==> config.mk <==
export PLATFORM = sky130hd
export DESIGN_NAME = crc8_framer
export DESIGN_NICKNAME = d
export VERILOG_FILES = /design/src/rtl/crc8_framer.sv
export SDC_FILE = /design/constraint.sdc
export NUM_CORES = 1
export LEC_CHECK = 0
export CAP_MARGIN = 20
export CORE_UTILIZATION = 42
export DETAILED_ROUTE_END_ITERATION = 8
export GPL_TIMING_DRIVEN = 0
export MAX_ROUTING_LAYER = met4
export PLACE_DENSITY = 0.76
export SYNTH_ARGS = -nofsm -noshare
export SYNTH_HDL_FRONTEND = slang
export SYNTH_SLANG_ARGS = --single-unit
==> constraint.sdc <==
create_clock -name clk_i -period 3.4 [get_ports clk_i]
set_clock_uncertainty 0.1 [all_clocks]
set_input_delay 0.68 -clock clk_i [delete_from_list [all_inputs] [get_ports clk_i]]
set_output_delay 0.68 -clock clk_i [all_outputs]
set_load 0.005 [all_outputs]
==> src/rtl/crc8_framer.sv <==
// crc8_framer: forwards a valid/ready/last byte stream to a registered output
// port and appends the CRC-8 produced by an external crc8 engine as the final
// beat of each frame. The engine is driven through crc_data_o/crc_valid_o/
// crc_clear_o and its result is read back on crc_i.
module crc8_framer #(
   parameter int COUNT_WIDTH = 16
) (
   input  logic                   clk_i,
   input  logic                   rst_ni,
   input  logic [7:0]             s_data_i,
   input  logic                   s_valid_i,
   input  logic                   s_last_i,
   output logic                   s_ready_o,
   output logic [7:0]             m_data_o,
   output logic                   m_valid_o,
   output logic                   m_last_o,
   input  logic                   m_ready_i,
   output logic [7:0]             crc_data_o,
   output logic                   crc_valid_o,
   output logic                   crc_clear_o,
   input  logic [7:0]             crc_i,
   output logic [COUNT_WIDTH-1:0] frame_count_o
);

   typedef enum logic [1:0] {
      ST_INIT    = 2'd0,
      ST_PAYLOAD = 2'd1,
      ST_CRC     = 2'd2
   } state_t;

   state_t                 r_state;
   logic [7:0]             r_m_data;
   logic                   r_m_last;
   logic                   r_m_valid;
   logic [COUNT_WIDTH-1:0] r_frame_count;

   logic w_out_free;
   logic w_s_ready;
   logic w_accept;
   logic w_crc_load;
   logic w_crc_clear;

   // Handshake and engine-control decode; engine controls must be
   // combinational so the engine sees each byte in the cycle it is accepted.
   always_comb begin
      w_out_free  = (!r_m_valid) || m_ready_i;
      w_s_ready   = 1'b0;
      w_crc_load  = 1'b0;
      w_crc_clear = 1'b0;
      case (r_state)
         ST_INIT: begin
            w_crc_clear = 1'b1;
         end
         ST_PAYLOAD: begin
            w_s_ready = w_out_free;
         end
         ST_CRC: begin
            // Loading the CRC beat and clearing the engine share one cycle.
            w_crc_load  = w_out_free;
            w_crc_clear = w_out_free;
         end
         default: begin
            w_crc_clear = 1'b1;
         end
      endcase
      w_accept = s_valid_i && w_s_ready;
   end

   // Frame FSM, output beat register and sent-frame counter.
   always_ff @(posedge clk_i or negedge rst_ni) begin
      if (!rst_ni) begin
         r_state       <= ST_INIT;
         r_m_data      <= 8'h00;
         r_m_last      <= 1'b0;
         r_m_valid     <= 1'b0;
         r_frame_count <= '0;
      end else begin
         case (r_state)
            ST_INIT: begin
               r_state   <= ST_PAYLOAD;
               r_m_valid <= 1'b0;
            end
            ST_PAYLOAD: begin
               if (w_accept) begin
                  r_m_data  <= s_data_i;
                  r_m_last  <= 1'b0;
                  r_m_valid <= 1'b1;
                  if (s_last_i) begin
                     r_state <= ST_CRC;
                  end else begin
                     r_state <= ST_PAYLOAD;
                  end
               end else if (m_ready_i) begin
                  // Beat handed off with nothing new to load.
                  r_m_valid <= 1'b0;
               end else begin
                  r_m_valid <= r_m_valid;
               end
            end
            ST_CRC: begin
               if (w_crc_load) begin
                  // crc_i is stable here: the engine holds its result until cleared.
                  r_m_data      <= crc_i;
                  r_m_last      <= 1'b1;
                  r_m_valid     <= 1'b1;
                  r_frame_count <= r_frame_count + {{(COUNT_WIDTH-1){1'b0}}, 1'b1};
                  r_state       <= ST_PAYLOAD;
               end else begin
                  r_state <= ST_CRC;
               end
            end
            default: begin
               r_state   <= ST_INIT;
               r_m_valid <= 1'b0;
            end
         endcase
      end
   end

   assign s_ready_o     = w_s_ready;
   assign m_data_o      = r_m_data;
   assign m_last_o      = r_m_last;
   assign m_valid_o     = r_m_valid;
   assign crc_data_o    = s_data_i;
   assign crc_valid_o   = w_accept;
   assign crc_clear_o   = w_crc_clear;
   assign frame_count_o = r_frame_count;

endmodule

# ---- Yosys cells after proc, flatten, opt, wreduce, memory -nomap -nowiden
# Cells that the tools add are included.
dict set report op_classes {
  addsub 1
  n_eq_ne 5
  muxes 16
  n_reduce_logical 8
}
# operator count
set ops {}
lappend ops {{16-bit by 1-bit adder with 16-bit output (second input constant)} 1}
lappend ops {{8-bit two-way mux} 2}
lappend ops {{8-bit one-hot mux with 2 select lines} 1}
lappend ops {{1-bit two-way mux} 6}
lappend ops {{2-bit two-way mux} 3}
lappend ops {{1-bit one-hot mux with 2 select lines} 3}
lappend ops {{2-bit one-hot mux with 3 select lines} 1}
lappend ops {{2-bit != test (second input constant)} 2}
lappend ops {{2-bit AND reduction} 2}
lappend ops {{3-bit != test (second input constant)} 1}
lappend ops {{3-bit AND reduction} 1}
lappend ops {{2-bit by 1-bit == test with 1-bit output (second input constant)} 1}
lappend ops {{2-bit == test (second input constant)} 1}
lappend ops {{2-bit logical NOT} 1}
lappend ops {{2-bit nonzero test} 1}
lappend ops {{1-bit logical AND} 1}
lappend ops {{1-bit logical NOT} 1}
lappend ops {{1-bit logical OR} 1}
dict set report totals {
  regBits 28
  in_bits 21
  out_inout_bits 37
  wordCells 35
}

# ---- Longest topological paths before layout
# Gate-level depths: netlist of run 1.
dict set report logic_depth {
  word_depth 6
  mapped_depth 7
  mapped_depth_nobuf 6
}

# ---- Worst setup path after synthesis of run 1
# Ideal clock, no wire load.
dict set report synth_timing {
  kind {input -> output}
  from {input port m_ready_i}
  to {output port crc_valid_o}
  t_arrival_ns 1.131
  required_time_ns 2.620
  setup_slack_ns 1.489
  path_stages 3
  path_buffers 1
  cell_sequence {nand2b_1 buf_6 and3_1}
}
dict set report synth_via {
  elab_chain_cells 3
}
# item line
set synth_lines {}
lappend synth_lines {{start: declaration} 17} ;# input logic m_ready_i,
lappend synth_lines {{1-bit logical OR} 46} ;# w_out_free = (!r_m_valid) || m_ready_i;
lappend synth_lines {{1-bit two-way mux} 50} ;# case (r_state)
lappend synth_lines {{1-bit logical AND} 66} ;# w_accept = s_valid_i && w_s_ready;
lappend synth_lines {{end: declaration} 19} ;# output logic crc_valid_o,
# No other way between the ends.

# ---- Final worst setup path of run 1
# Same ends and word-level chain as after synthesis.

==> flow_summary.json, run 1 <==
{
  "relSlewSlack_pct": 60.4,
  "top_layer": "met4",
  "tightest_slew_ns": 0.593,
  "dominantRegCellSynth": "dfrtp_1",
  "cts_buffers": 3,
  "die-area_um2": 4080,
  "grt_start_max_net_pins": 20,
  "worstHoldPathCells": 1,
  "setup_viol": 0,
  "p_int_mw": 1.03,
  "yosysSeqAreaShare_pct": 43.6,
  "reg2reg_from": "r_state[0]",
  "vias": 1187,
  "cts_hold_buf": 0,
  "nNetsFinal": 222,
  "hold_viol_final": 0,
  "power_frac_seq_pct": 32.8,
  "path_cells": "clkdlybuf4s50_1 -> nand2b_1 -> buf_6 -> and3_1 -> clkdlybuf4s50_1",
  "first_global_vias": 1233,
  "routed_wl_um": 3320,
  "globalRouteTotalUtil_pct": 18.3,
  "cts_root_buf": "clkbuf_8",
  "synth_edf_count": 0,
  "end_kind": "primary output",
  "criticalPathCategory": "in2out",
  "max_stage_delay_ns": 0.57,
  "p_leak_nw": 1.00,
  "vias_per_cell": 4.90,
  "dr.pass1.iters": 4,
  "fp.dieW_um": 63.8,
  "wl_met3_um": 208,
  "place_hpwl_um": 2500,
  "fillCellCount": 290,
  "maxCapViolCount": 0,
  "cts_resized": 0,
  "grt_pass1_wl_um": 5710,
  "cp_slowest_cell": "clkdlybuf4s50_1",
  "power.total_mw": 1.53,
  "area_growth_pct": 43.5,
  "finalCriticalPeriod_ns": 2.99,
  "utilization_pct": 63.0,
  "diodes": 0,
  "clk_path_buf_depth": 2,
  "crit_top_cell": "clkdlybuf4s50_1",
  "worstPathRequired_ns": 2.62,
  "cts_tree": "built",
  "initial_core_util_pct": 43.9,
  "final_cell_mix": "clkdlybuf4s50_1, dfrtp_1, buf_4, xnor2_1",
  "swShare_pct": 32.7,
  "cts-htree-levels": 1,
  "tns_ns": 0,
  "syn_area_um2": 1610,
  "final_common_cell": "clkdlybuf4s50_1",
  "rsz0062_at_grt": "no",
  "antenna_found_initial": 0,
  "reg2reg_slack_ns": 1.55,
  "avgSynthCellArea_um2": 12.1,
  "min_from": "frame_count_o[15]",
  "status": "finished clean",
  "worstPathArrival_ns": 2.21,
  "core_um2": 3660,
  "hold_path.class": "reg2reg",
  "synth-seq-cells": 28,
  "worstHoldEndpoint": "frame_count_o[15]",
  "place.gp.congestion": 0.849,
  "worst_r2r_path_depth": 6,
  "p_comb_share_pct": 55.6,
  "dp_slack_ns": 0.419,
  "dpl.cell_count": 239,
  "num_io_pins": 58,
  "reg2reg_to": "m_data_o[1]",
  "worstPathMaxFanout": 9,
  "ys_warn_count": 0,
  "io_buffers": 57,
  "fp.dieH_um": 63.8,
  "fmax_ghz": 0.335,
  "grt_overflow": 0,
  "switchingPower_mw": 0.501,
  "drive_gt1_share_pct": 23.7,
  "synth_cells": 133,
  "power.density_nw_per_um2": 665,
  "clk_latency_ns": 0.27,
  "met2WireLength_um": 1600,
  "wl_per_cell_um": 13.7,
  "dr.first_iter.drc_count": 21,
  "cpLargestDelayFamily": "buffers and inverters",
  "p_clk_share_pct": 11.5,
  "cts.sinks": 28,
  "num_rows": 22,
  "ant_nets": 0,
  "period_share_pct": 87.9,
  "drc": 0,
  "setup_slack_ns": 0.412,
  "post_cts_buffers": 0,
  "clk_pin_slew_ns": 0.09,
  "syn_nets": 159,
  "ys_types": 37,
  "finalNonFillerCells": 242,
  "worst-path-buf-inv": 3,
  "async_flop_share_pct": 100,
  "crit_path_start_kind": "input pin",
  "wl_met1_um": 1480,
  "drv_slew": 0,
  "peakVddDrop_mv": 0.502
}
## final cells by class
type | instances | area [um2] | area share, %
buffer | 12 | 95.1 | 4.12
clock buffer | 3 | 41.3 | 1.79
inverter | 7 | 26.3 | 1.14
multi-input combinational | 86 | 785 | 34.0
sequential | 28 | 701 | 30.4
tap | 48 | 60.1 | 2.60
timing repair buffer | 58 | 598 | 25.9
## routing by layer
layer / vias up / global-route usage [%]
met5: - / -
met4: 0 / 5.11
met3: 4 / 2.86
met2: 47 / 30.5
met1: 570 / 22.9
li1: 566 / -
## kinds of logic after synthesis
family	after synthesis	synth area share, %
and+or+nand+nor	36	16.5
DFF	28	43.6
buffers and inverters	19	7.55
muxes	18	14.4
xor gates and xnor gates	15	8.18
AOI/OAI and AO/OA	12	5.84
adders and majority gates	5	3.89
## stage by stage
stage               cell area [um2]  hold slack [ns]
finish                         2310            0.374
detailed placement             2260            0.370
CTS                            2310            0.385
global placement               2240            0.371
floorplan                      1610            0.284
global route                   2310            0.419
## how the worst max path moves through the flow
stage | startpoint | to | slack [ns] | cells past startpoint
global route | m_ready_i | crc_valid_o | 0.32 | 5
finish | m_ready_i | crc_valid_o | 0.41 | 5
floorplan | m_ready_i | crc_valid_o | 1.49 | 3
detailed placement | m_ready_i | crc_valid_o | 0.42 | 5
CTS | m_ready_i | crc_valid_o | 0.41 | 5
global placement | m_ready_i | crc_valid_o | 0.44 | 5
## power by group through the flow
stage          clock (mW)  sequential (mW)  combinational [mW]
2_1_floorplan           0            0.506               0.524
3_3_place_gp            0            0.500               0.832
3_5_place_dp            0            0.510               0.856
4_1_cts             0.184            0.503               0.863
5_1_grt             0.196            0.517               0.924
6_report            0.177            0.504               0.854
## state kept, by name, summed over array words and instances, names as in the netlist
register / flops
r_state: 2
frame_count_o: 16
m_last_o: 1
m_data_o: 8
m_valid_o: 1
## synthesized netlist by cell type (5+ instances only)
master	instances	area (um2)
dfrtp_1	28	701
buf_4	9	67.6
xnor2_1	9	78.8
mux2_2	8	90.1
mux2_4	8	120
inv_1	6	22.5
nand2_1	6	22.5
nor2_1	6	22.5
xor2_1	6	52.6
ha_1	5	62.6
Power figures use the tool's default switching activity.
==> run 2, diff against run 1 <==
- CORE_UTILIZATION: 42 -> 40
- RECOVER_POWER: unset -> 25
- clock period: 3.4 -> 2.6 ns (I/O delays scaled with it)
==> run 2 against run 1 <==
First-iteration DRC count grew 48%; via count shrank 0.67%; register-to-register slack lost 0.83 ns; global-route usage shrank 0.69 points; core utilization shrank 1.9 points; worst setup slack lost 0.30 ns; non-clock buffer count shrank 1; largest cell class unchanged; largest power group unchanged.
==> flow_summary.json, run 2 (synthesis results as in run 1) <==
{
  "power.density_nw_per_um2": 887,
  "fmax_ghz": 0.401,
  "whs_ns": 0.381,
  "clk_latency_ns": 0.28,
  "drv_slew": 0,
  "area_growth_pct": 42.4,
  "power.total_mw": 2.03,
  "final_common_cell": "clkdlybuf4s50_1",
  "cts_tree": "built",
  "cpLargestDelayFamily": "buffers and inverters",
  "rsz0062_at_grt": "no",
  "finalCriticalPeriod_ns": 2.49,
  "globalRouteTotalUtil_pct": 17.6,
  "max_stage_delay_ns": 0.51,
  "criticalPathCategory": "reg2out",
  "fillCellCount": 312,
  "dpl.cell_count": 239,
  "largest_register_ffs": 16,
  "path_cells": "inv_1 -> ha_1 -> buf_6 -> mux2i_1 -> clkdlybuf4s50_1",
  "vias": 1179,
  "final_cell_mix": "clkdlybuf4s50_1, dfrtp_1, xnor2_1",
  "finalNonFillerCells": 242,
  "fp.dieW_um": 65.4,
  "hold_viol_final": 0,
  "nNetsFinal": 221,
  "num_rows": 22,
  "first_global_vias": 1180,
  "clk_path_buf_depth": 2,
  "grt_overflow": 0,
  "initial_core_util_pct": 42.9,
  "tightest_slew_ns": 0.993,
  "worst-path-buf-inv": 3,
  "worstPathRequired_ns": 1.98,
  "grt_start_max_net_pins": 20,
  "num_io_pins": 58,
  "io_buffers": 57,
  "multiInputGateArea_um2": 785,
  "worstPathMaxFanout": 18,
  "cts.sinks": 28,
  "tns_ns": 0,
  "fp.dieH_um": 65.4,
  "crit_path_start_kind": "register",
  "dr.first_iter.drc_count": 31,
  "end_kind": "primary output",
  "relSlewSlack_pct": 33.8,
  "vias_per_cell": 4.87,
  "ant_nets": 0,
  "wl_per_cell_um": 13.9,
  "drc": 0,
  "worstPathArrival_ns": 1.87,
  "period_share_pct": 95.9,
  "diodes": 0,
  "cts_root_buf": "clkbuf_8",
  "setup_viol": 0,
  "cts_buffers": 3,
  "peakVddDrop_mv": 0.442,
  "grt_pass1_wl_um": 5620,
  "cp_slowest_cell": "clkdlybuf4s50_1",
  "clk_pin_slew_ns": 0.09,
  "maxCapViolCount": 0,
  "place.gp.congestion": 0.823,
  "regArea_um2": 701,
  "post_cts_buffers": 0,
  "dr.pass1.iters": 5,
  "routed_wl_um": 3350,
  "hold_path.class": "reg2reg",
  "antenna_found_initial": 0,
  "drive_gt1_share_pct": 23.2,
  "cts_hold_buf": 0,
  "place_hpwl_um": 2650,
  "p_leak_nw": 0.994,
  "die-area_um2": 4270,
  "core_um2": 3740,
  "status": "finished clean",
  "cts-htree-levels": 1
}
-- run 2: worst reg2reg max path, delay by kind of cell (launching register included) --
kind	cells	cell delay, ns
simple gates	1	0.12
compound gates	1	0.34
mux	1	0.34
flops	1	0.42
buf+inv	2	0.30
fa+ha+maj	1	0.16
-- run 2: final cells by class --
| cell class | instances | area share [%] |
|---|---|---|
| multi-input cells | 86 | 34.3 |
| flip-flops and latches | 28 | 30.6 |
| repair buffers | 58 | 25.1 |
| plain buffers | 11 | 3.83 |
| well taps | 48 | 2.63 |
| clock buffers | 4 | 2.41 |
| inverters | 7 | 1.15 |
-- run 2: worst paths after layout --
check | start | end | slack, ns | depth (start not counted)
max | r_state[0] | crc_clear_o | 0.11 | 5
min | frame_count_o[15] | frame_count_o[15] | 0.38 | 1
max reg2reg | r_state[0] | m_data_o[4] | 0.72 | 6
min reg2reg | frame_count_o[15] | frame_count_o[15] | 0.38 | 1
max in group asynchronous | rst_ni | frame_count_o[9] | 0.64 | 2
min in group asynchronous | rst_ni | m_data_o[7] | 0.52 | 1
-- run 2: repair_timing --
action / CTS / global route
hold endpoints to repair: 0 / 0
resized for setup: 1 / 1
endpoints found under the setup margin: 3 / 1
-- run 2: metrics by stage --
stage	worst slack (ns)	area [um2]	utilization (%)
after CTS	0.0560	2310	61.6
final	0.107	2290	61.1
after global routing	0.0119	2290	61.1
after floorplan	0.887	1610	-
after global placement	-0.0299	2240	59.8
after detailed placement	-0.0522	2260	60.5
-- run 2: metal layers --
| metal | wire, um | GRT usage (%) |
|---|---|---|
| met1 | 1370 | 20.3 |
| met5 | 0 | - |
| met3 | 292 | 3.65 |
| met2 | 1670 | 31.2 |
| met4 | 25 | 4.08 |
-- run 2: power by group --
| part | internal [mW] | switching (mW) |
|---|---|---|
| clock network | 0.136 | 0.137 |
| registers | 0.564 | 0.0883 |
| logic | 0.672 | 0.431 |
==> run 3, diff against run 2 <==
- PLACE_DENSITY: 0.76 -> 0.8
- SETUP_SLACK_MARGIN: unset -> 0.02
==> run 3 against run 2 <==
Non-clock buffer count rose by 2; final area up 1.1%; worst hold slack lost 0.012 ns; worst setup slack better by 0.10 ns; via count increased by 2.0%; register-to-register slack better by 0.03 ns; die area unchanged; core utilization increased by 0.67 points; clock power down 2%; critical endpoint is now crc_valid_o; largest cell class unchanged; largest power group unchanged; highest routed layer unchanged.
==> flow_summary.json, run 3 (synthesis results as in run 1) <==
{
  "clk_path_buf_depth": 2,
  "setup_slack_ns": 0.208,
  "p_clk_share_pct": 13.0,
  "num_io_pins": 58,
  "setup_viol": 0,
  "place_hpwl_um": 2810,
  "worst_r2r_path_depth": 6,
  "first_global_vias": 1228,
  "worstPathRequired_ns": 1.98,
  "cts_buffers": 3,
  "grt_pass1_wl_um": 5760,
  "core_um2": 3740,
  "final_common_cell": "clkdlybuf4s50_1",
  "maxCapViolCount": 0,
  "power.density_nw_per_um2": 891,
  "min_from": "frame_count_o[15]",
  "final_cell_mix": "clkdlybuf4s50_1, dfrtp_1, xnor2_1, buf_4",
  "worstPathMaxFanout": 9,
  "end_kind": "primary output",
  "initial_core_util_pct": 42.9,
  "period_share_pct": 92.0,
  "grt_start_max_net_pins": 16,
  "wl_per_cell_um": 14.8,
  "dp_slack_ns": -0.0545,
  "place_area_um2": 2250,
  "drv_slew": 0,
  "dpl.cell_count": 239,
  "clk_pin_slew_ns": 0.09,
  "fp.dieH_um": 65.4,
  "cts_root_buf": "clkbuf_8",
  "dr.first_iter.drc_count": 36,
  "cts-htree-levels": 1,
  "power_frac_seq_pct": 31.9,
  "hold_path.class": "reg2reg",
  "clk_latency_ns": 0.27,
  "swShare_pct": 32.3,
  "cts.sinks": 28,
  "vias_per_cell": 4.93,
  "num_rows": 22,
  "cts_tree": "built",
  "hold_viol_final": 0,
  "p_int_mw": 1.39,
  "finalNonFillerCells": 244,
  "finalCriticalPeriod_ns": 2.39,
  "grt_overflow": 0,
  "criticalPathCategory": "in2out",
  "antenna_found_initial": 0,
  "fmax_ghz": 0.418,
  "switchingPower_mw": 0.666,
  "rsz0062_at_grt": "no",
  "globalRouteTotalUtil_pct": 18.2,
  "p_leak_nw": 1.01,
  "tns_ns": 0,
  "diodes": 0,
  "drive_gt1_share_pct": 24.0,
  "crit_path_start_kind": "input pin",
  "dr.pass1.iters": 4,
  "ant_nets": 0,
  "status": "finished clean",
  "worstHoldPathCells": 1,
  "fp.dieW_um": 65.4,
  "crit_start": "m_ready_i",
  "io_buffers": 57,
  "drc": 0,
  "area_growth_pct": 43.9,
  "reg2reg_from": "r_state[1]",
  "p_comb_share_pct": 55.1,
  "vias": 1202,
  "tightest_slew_ns": 0.790,
  "finalInstanceArea_um2": 2310,
  "routed_wl_um": 3600,
  "nNetsFinal": 223,
  "relSlewSlack_pct": 47.3,
  "worstPathArrival_ns": 1.77,
  "peakVddDrop_mv": 0.345,
  "place.gp.congestion": 0.780,
  "largest_register_ffs": 16,
  "die-area_um2": 4270,
  "whs_ns": 0.369
}
==> run 3: cell types whose count changed in the layout (fill, tap and decap cells not counted), sizes merged <==
cell,previous run,this run
clkdlybuf4s50,55,54
dlymetal6s2s,0,1
buf,11,13
==> run 3: worst max-delay path: stages <==
cell and delay (ns):
dlygate4sd2_1 0.30, nand2b_1 0.15, buf_6 0.15, and3_1 0.16, clkdlybuf4s50_1 0.49
==> run 3: worst paths after layout <==
kind,to,slack [ns]
worst min register to register,frame_count_o[15],0.37
worst max-delay path,crc_valid_o,0.21
max in group asynchronous,r_state[0],0.66
worst max register to register,m_data_o[7],0.75
min in group asynchronous,frame_count_o[15],0.62
worst min-delay path,frame_count_o[15],0.37
==> run 3: power by group through the flow <==
stage / combinational [mW] / clock [mW] / sequential [mW]
final: 1.13 / 0.267 / 0.657
after CTS: 1.16 / 0.274 / 0.656
after global routing: 1.23 / 0.290 / 0.675
after detailed placement: 1.13 / 0 / 0.668
after floorplan: 0.685 / 0 / 0.661
after global placement: 1.09 / 0 / 0.656
==> run 3: layout make-up <==
| type | instances | area, um2 |
|---|---|---|
| clock buffers | 4 | 55.1 |
| inverters | 7 | 26.3 |
| well taps | 48 | 60.1 |
| multi-input cells | 86 | 785 |
| plain buffers | 12 | 103 |
| fillers | 309 | 1430 |
| flip-flops and latches | 28 | 701 |
| repair buffers | 59 | 583 |
==> run 3: through the flow <==
stage                     power (mW)  util (%)
final                           2.06      61.8
after global routing            2.19      61.8
after CTS                       2.09      62.0
after detailed placement        1.80      60.2
after global placement          1.75      59.8
after floorplan                 1.35         -
==> run 3: per-layer routing <==
layer / global-route usage (%) / part of all wire, % / vias to the layer above
met1: 22.0 / 44 / 583
met5: - / 0 / -
met2: 32.1 / 51 / 45
met3: 2.26 / 4.6 / 2
li1: - / - / 572
met4: 4.35 / 0.39 / 0
==> run 3: repair_timing <==
action                                  in CTS  in global routing
hold buffers                                 0                  0
endpoints found under the setup margin       3                  1
setup buffers                                1                  0
resized for setup                            3                  1
